## src/rtl/apb_reg_pkg.sv

```systemverilog
// Shared constants, FSM state type and address-error rule for the APB register slave.
package apb_reg_pkg;

  localparam logic [31:0] ADDR_GROUP   = 32'h0000_0000;
  localparam logic [31:0] ADDR_DATE    = 32'h0000_0004;
  localparam logic [31:0] ADDR_SURNAME = 32'h0000_0008;
  localparam logic [31:0] ADDR_NAME    = 32'h0000_000C;
  localparam logic [31:0] ADDR_STATUS  = 32'h0000_0010;
  localparam logic [31:0] ADDR_ID      = 32'h0000_0014;

  localparam logic [31:0] ID_VALUE_DEFAULT = 32'hA9B0_0409;

  typedef enum logic {
    ST_IDLE   = 1'b0,
    ST_ACCESS = 1'b1
  } state_e;

  // Misaligned, out of range, or a write aimed at one of the read-only registers.
  function automatic logic addr_error(input logic [31:0] addr, input logic write);
    logic err;
    err = (addr[1:0] != 2'b00) || (addr > ADDR_ID);
    if (write && ((addr == ADDR_STATUS) || (addr == ADDR_ID))) begin
      err = 1'b1;
    end
    return err;
  endfunction

endpackage

```

## src/rtl/apb_reg_file.sv

```systemverilog
// Register storage, address decode, read mux and saturating transfer counters.
module apb_reg_file
  import apb_reg_pkg::*;
#(
  parameter logic [31:0] ID_VALUE = ID_VALUE_DEFAULT
) (
  input  logic        i_clk,
  input  logic        i_rst_n,
  input  logic [31:0] i_addr,
  input  logic        i_write,
  input  logic        i_pready,
  input  logic        i_commit,
  input  logic [31:0] i_wdata,
  output logic [31:0] o_rdata,
  output logic        o_err
);

  logic [31:0] r_group;
  logic [31:0] r_date;
  logic [31:0] r_surname;
  logic [31:0] r_name;
  logic [15:0] r_wr_cnt;
  logic [15:0] r_rd_cnt;

  logic        w_err;
  logic        w_wr_en;
  logic        w_rd_en;
  logic [31:0] w_rd_value;

  assign w_err   = addr_error(i_addr, i_write);
  assign w_wr_en = i_commit && i_write && !w_err;
  assign w_rd_en = i_commit && !i_write && !w_err;
  assign o_err   = w_err;

  always_comb begin
    w_rd_value = 32'h0;
    case (i_addr)
      ADDR_GROUP:   w_rd_value = r_group;
      ADDR_DATE:    w_rd_value = r_date;
      ADDR_SURNAME: w_rd_value = r_surname;
      ADDR_NAME:    w_rd_value = r_name;
      ADDR_STATUS:  w_rd_value = {r_rd_cnt, r_wr_cnt};
      ADDR_ID:      w_rd_value = ID_VALUE;
      default:      w_rd_value = 32'h0;
    endcase
  end

  // Bus is driven only while a clean read is completing; errors read as zero.
  assign o_rdata = (i_pready && !i_write && !w_err) ? w_rd_value : 32'h0;

  always_ff @(posedge i_clk or negedge i_rst_n) begin
    if (!i_rst_n) begin
      r_group   <= 32'h0;
      r_date    <= 32'h0;
      r_surname <= 32'h0;
      r_name    <= 32'h0;
    end else if (w_wr_en) begin
      case (i_addr)
        ADDR_GROUP:   r_group   <= i_wdata;
        ADDR_DATE:    r_date    <= i_wdata;
        ADDR_SURNAME: r_surname <= i_wdata;
        ADDR_NAME:    r_name    <= i_wdata;
        default:      ;
      endcase
    end
  end

  // STATUS reads see the count before this read's own increment lands.
  always_ff @(posedge i_clk or negedge i_rst_n) begin
    if (!i_rst_n) begin
      r_wr_cnt <= 16'h0;
      r_rd_cnt <= 16'h0;
    end else begin
      if (w_wr_en && (r_wr_cnt != 16'hFFFF)) begin
        r_wr_cnt <= r_wr_cnt + 16'd1;
      end
      if (w_rd_en && (r_rd_cnt != 16'hFFFF)) begin
        r_rd_cnt <= r_rd_cnt + 16'd1;
      end
    end
  end

endmodule

```

## src/rtl/apb_reg_slave.sv

```systemverilog
// APB slave with programmable wait states in front of a small register file.
// Handshake: a transfer completes on the rising edge where psel, penable and pready are all 1.
module apb_reg_slave
  import apb_reg_pkg::*;
#(
  parameter int unsigned WAIT_CYCLES = 1,
  parameter logic [31:0] ID_VALUE    = ID_VALUE_DEFAULT
) (
  input  logic        pclk,
  input  logic        presetn,
  input  logic [31:0] paddr,
  input  logic        psel,
  input  logic        penable,
  input  logic        pwrite,
  input  logic [31:0] pwdata,
  output logic [31:0] prdata,
  output logic        pready,
  output logic        pslverr,
  output logic        o_dbg_state
);

  localparam logic [3:0] WAIT_INIT = 4'(WAIT_CYCLES);

  state_e      r_state;
  state_e      w_next_state;
  logic [3:0]  r_wait_cnt;
  logic [31:0] r_addr;
  logic        r_write;
  logic        w_start;
  logic        w_commit;
  logic        w_pready;
  logic        w_err;

  assign w_pready    = (r_state == ST_ACCESS) && (r_wait_cnt == 4'd0);
  assign pready      = w_pready;
  assign pslverr     = w_pready && w_err;
  assign o_dbg_state = r_state;

  always_comb begin
    w_next_state = r_state;
    w_start      = 1'b0;
    w_commit     = 1'b0;
    case (r_state)
      ST_IDLE: begin
        // psel with penable high here is the master's trailing hold; ignore it.
        if (psel && !penable) begin
          w_start      = 1'b1;
          w_next_state = ST_ACCESS;
        end
      end
      ST_ACCESS: begin
        if (!psel) begin
          w_next_state = ST_IDLE;
        end else if (w_pready && penable) begin
          w_commit     = 1'b1;
          w_next_state = ST_IDLE;
        end
      end
      default: w_next_state = ST_IDLE;
    endcase
  end

  always_ff @(posedge pclk or negedge presetn) begin
    if (!presetn) begin
      r_state    <= ST_IDLE;
      r_wait_cnt <= 4'd0;
      r_addr     <= 32'h0;
      r_write    <= 1'b0;
    end else begin
      r_state <= w_next_state;
      if (w_start) begin
        r_addr     <= paddr;
        r_write    <= pwrite;
        r_wait_cnt <= WAIT_INIT;
      end else if ((r_state == ST_ACCESS) && (r_wait_cnt != 4'd0)) begin
        r_wait_cnt <= r_wait_cnt - 4'd1;
      end
    end
  end

  apb_reg_file #(
    .ID_VALUE (ID_VALUE)
  ) u_reg_file (
    .i_clk    (pclk),
    .i_rst_n  (presetn),
    .i_addr   (r_addr),
    .i_write  (r_write),
    .i_pready (w_pready),
    .i_commit (w_commit),
    .i_wdata  (pwdata),
    .o_rdata  (prdata),
    .o_err    (w_err)
  );

endmodule

```

## config.mk

```make
export PLATFORM = sky130hd
export DESIGN_NAME = apb_reg_slave
export DESIGN_NICKNAME = d
export VERILOG_FILES = /design/src/rtl/apb_reg_pkg.sv /design/src/rtl/apb_reg_file.sv /design/src/rtl/apb_reg_slave.sv
export SDC_FILE = /design/constraint.sdc
export NUM_CORES = 1
export LEC_CHECK = 0
export CAP_MARGIN = 10
export CELL_PAD_IN_SITES_DETAIL_PLACEMENT = 0
export CELL_PAD_IN_SITES_GLOBAL_PLACEMENT = 1
export CORE_MARGIN = 4
export CORE_UTILIZATION = 46
export DETAILED_ROUTE_END_ITERATION = 8
export GPL_TIMING_DRIVEN = 1
export PLACE_DENSITY = 0.8
export SYNTH_ARGS = -nofsm -noshare
export SYNTH_HDL_FRONTEND = slang
export SYNTH_SLANG_ARGS = --single-unit
```

## constraint.sdc

```tcl
create_clock -name pclk -period 2.63 [get_ports pclk]
set_input_delay 0.3945 -clock pclk [delete_from_list [all_inputs] [get_ports pclk]]
set_output_delay 0.3945 -clock pclk [all_outputs]
set_load 0.02 [all_outputs]
```

==> results.json, run 1 <==
{
  "outcome": "finished, violations left",
  "violations": "setup timing",
  "critPathMaxFanout": 8,
  "drv_cap": 0,
  "portBuffers": 103,
  "fin_worst_skew_ns": 0.01275,
  "synth_cells": 717,
  "drcViolationCount": 0,
  "post-place-ws_ns": -0.4486,
  "yosysSeqAreaShare_pct": 53.24,
  "wirelength_mm": 26.46,
  "grt_max_degree": 72,
  "grt_pass1_vias": 7110,
  "grt-ovfl-total": 0,
  "leakage_nw": 5.641,
  "setup.worst_path.end_class": "primary output",
  "setup_ws_ns": -0.2420,
  "rsz0062_at_grt": "yes",
  "max-slew-margin-rel_pct": 40.72,
  "synth_seq_cells": 198,
  "fp.dieW_um": 150.2,
  "num_rows": 51,
  "drt_pass1_iterations": 6,
  "p_total_mw": 6.829,
  "io_pins": 104,
  "arrival_ns": 2.48,
  "cts_root_buffer": "clkbuf_16",
  "avgRoutedWirePerCell_um": 22.83,
  "path_class": "flop to primary output",
  "track_usage_pct": 22.16,
  "crit_chain": "inv_2 -> ha_4 -> and4bb_2 -> nand2b_1 -> or4_4 -> buf_12 -> a31oi_4 -> buf_6",
  "drive_gt1_share_pct": 41.16,
  "cp-start-kind": "flop",
  "synth_nets": 790,
  "ir_drop_uv": 394.8,
  "cts_sinks": 198,
  "dp.cells": 1101,
  "cp_slowest_cell": "or4_4",
  "core_um2": 19650,
  "slowest_delay_ns": 0.60,
  "vias": 6743,
  "insertedDiodeCount": 0,
  "fin_cells": 1159,
  "hold_class": "flop to flop",
  "clock_latency_ns": 0.43,
  "synth_warnings": 0,
  "antenna_found_initial": 0,
  "syn_to_final_growth_pct": 35.52,
  "clockBufferDepth": 2,
  "syn_area_um2": 9306,
  "cp_top_family": "simple AND/OR/NAND/NOR gates",
  "cts_tree": "built",
  "fmax_mhz": 348.2,
  "slew_viol_final": 0,
  "fin_crit_ns": 2.872,
  "dieArea_um2": 22570,
  "drt_iter0_markers": 443,
  "cts.reportedPaths.clkPinSlew_ns": 0.07,
  "place.gp.congestion": 0.7844,
  "initial_core_util_pct": 47.35,
  "critPathBufInv": 3,
  "p_per_area_nw_per_um2": 541.5,
  "cts_max_level": 4,
  "nets": 954,
  "numCtsBuffers": 17,
  "hpwl_mm": 16.07,
  "ys_types": 44,
  "via_per_inst": 5.818,
  "period_share_pct": 109.2,
  "hold_viol": 0,
  "antenna_left": 0,
  "grt_pass1_wl_mm": 38.52,
  "worst_slew_pin_slew_ns": 0.8816,
  "cp.required_ns": 2.24,
  "die_y_um": 150.2,
  "setup_viol": 132,
  "avgSynthCellArea_um2": 12.98
}
## routing by layer
layer	part of all wire, %	global-route usage [%]	routed length (µm)	vias up
li1	-	-	-	2980
met1	43	28.68	11470	3499
met2	50	37.06	13200	219
met3	4.1	3.974	1094	45
met4	2.6	8.920	697	0
met5	0	0	0	-
## registers in the layout (all words and copies together) (netlist names)
register              flops
r_addr                   32
u_reg_file.r_date        32
u_reg_file.r_group       32
u_reg_file.r_name        32
u_reg_file.r_surname     32
u_reg_file.r_rd_cnt      16
u_reg_file.r_wr_cnt      16
r_wait_cnt                4
o_dbg_state               1
r_write                   1
## where the power goes
| group | switching [mW] | leakage, nW | internal (mW) | total, mW |
|---|---|---|---|---|
| clock network | 1.14 | 0.291 | 1.49 | 2.62 |
| registers | 0.107 | 2.69 | 3.19 | 3.30 |
| logic | 0.445 | 2.66 | 0.467 | 0.912 |
## per-stage QoR
step,setup TNS [ns],utilization (%),hold WS (ns),cell area (µm²)
2_1_floorplan,-0.1861,-,0.09891,9336
5_1_grt,-30.61,64.17,0.5245,12610
3_3_place_gp,-7.775,56.23,0.4479,11050
4_1_cts,-6.145,59.63,0.4871,11720
6_report,-13.76,64.17,0.4947,12610
3_5_place_dp,-13.62,56.23,0.4635,11050
## cell families (layout without fill, tap and decap cells)
| logic type | count (synthesis) | after routing | synth area share [%] |
|---|---|---|---|
| compound gates | 72 | 72 | 5.754 |
| xor+xnor | 30 | 30 | 2.823 |
| fa+ha+maj | 4 | 4 | 0.5378 |
| buf+inv | 48 | 225 | 2.380 |
| flops | 198 | 198 | 53.24 |
| mux | 208 | 208 | 26.10 |
| simple gates | 157 | 157 | 9.169 |
## worst register-to-register path, cell delays in order, from the launching register on
cell       delay [ns]
dfrtp_1          0.38
nor4_1           0.28
nand4_1          0.21
buf_4            0.19
buf_6            0.11
or3_4            0.36
buf_12           0.15
buf_6            0.11
nor3_4           0.21
buf_6            0.17
clkbuf_16        0.18
mux2_4           0.31
## path summary, 6_finish.rpt
path / endpoint / slack [ns] / depth (start not counted) / startpoint
worst max-delay path: prdata[3] / -0.24 / 8 / r_wait_cnt[0]$_DFFE_PN0P_
worst min-delay path: u_reg_file.r_wr_cnt[10]$_DFFE_PN0P_ / 0.49 / 1 / u_reg_file.r_wr_cnt[10]$_DFFE_PN0P_
worst max register to register: u_reg_file.r_surname[12]$_DFFE_PN0P_ / -0.15 / 11 / r_addr[22]$_DFFE_PN0P_
worst min register to register: u_reg_file.r_wr_cnt[10]$_DFFE_PN0P_ / 0.49 / 1 / u_reg_file.r_wr_cnt[10]$_DFFE_PN0P_
max in group asynchronous: r_addr[7]$_DFFE_PN0P_ / 1.22 / 3 / presetn
min in group asynchronous: u_reg_file.r_name[27]$_DFFE_PN0P_ / 0.56 / 2 / presetn
## synthesized netlist by cell type (all sizes together)
cell      n  share of area [%]
or4       1              0.081
xnor2    30                2.8
nand3    20                1.1
nand2    17               0.69
a21oi     2               0.11
a222oi    2               0.22
nor4b     1              0.094
nor2     53                2.1
and4      6               0.56
clkbuf   26                1.0
o211ai    1              0.081
and3     15                1.0
nand4    13               0.87
mux2    187                 24
nor4     13                1.3
or3       2               0.19
nor4bb    1               0.11
a31oi    22                1.5
nand3b    1              0.081
inv       6               0.24
dfrtp   198                 53
a21boi    2               0.16
o31a      1              0.094
a221oi   21                2.0
mux2i    21                2.3
ha        4               0.54
nor3b     1              0.081
nor3      7               0.43
and4bb    1               0.13
nand2b    2               0.13
a22oi    18                1.5
o31ai     1              0.081
nand4b    1              0.094
o21ai     2               0.11
buf      16                1.1
and2      2               0.13
## timing repair
action	CTS	global route
gates cloned	1	11
gates resized for setup	188	156
buffers inserted	3	10
pin swaps	1	7
hold endpoints to repair	2	0
hold buffers	1	0
endpoints found under the setup margin	129	142
## layout by cell type, fill, tap and decap left out, drive strengths merged, types with 4 or more instances in the layout
master and count:
buf 108, nand4 13, a22oi 18, clkdlybuf4s50 69
a221oi 21, dfrtp 198, mux2i 21, and4 6
and3 15, nor3 7, a31oi 22, inv 9
nor2 53, nor4 13, clkbuf 31, nand2 17
mux2 187, ha 4, clkinv 4, nand3 20
xnor2 30
## final cells by class
cell class | count | area (µm²)
fillers | 1496 | 7042
clock inverters | 10 | 117.6
multi-input cells | 471 | 4692
inverters | 6 | 22.52
flip-flops and latches | 198 | 4956
well taps | 265 | 331.6
clock buffers | 22 | 474.2
repair buffers | 187 | 2018
(Power assumes the default switching activity.)
==> run 2: changes to the inputs <==
--- a/config.mk
+++ b/config.mk
@@ -13,6 +13,7 @@
 export DETAILED_ROUTE_END_ITERATION = 8
 export GPL_TIMING_DRIVEN = 1
 export PLACE_DENSITY = 0.8
+export SLEW_MARGIN = 20
 export SYNTH_ARGS = -nofsm -noshare
 export SYNTH_HDL_FRONTEND = slang
 export SYNTH_SLANG_ARGS = --single-unit
==> results of run 2 <==
Same layout as run 1: the final DEF is identical, and so are final timing and power.
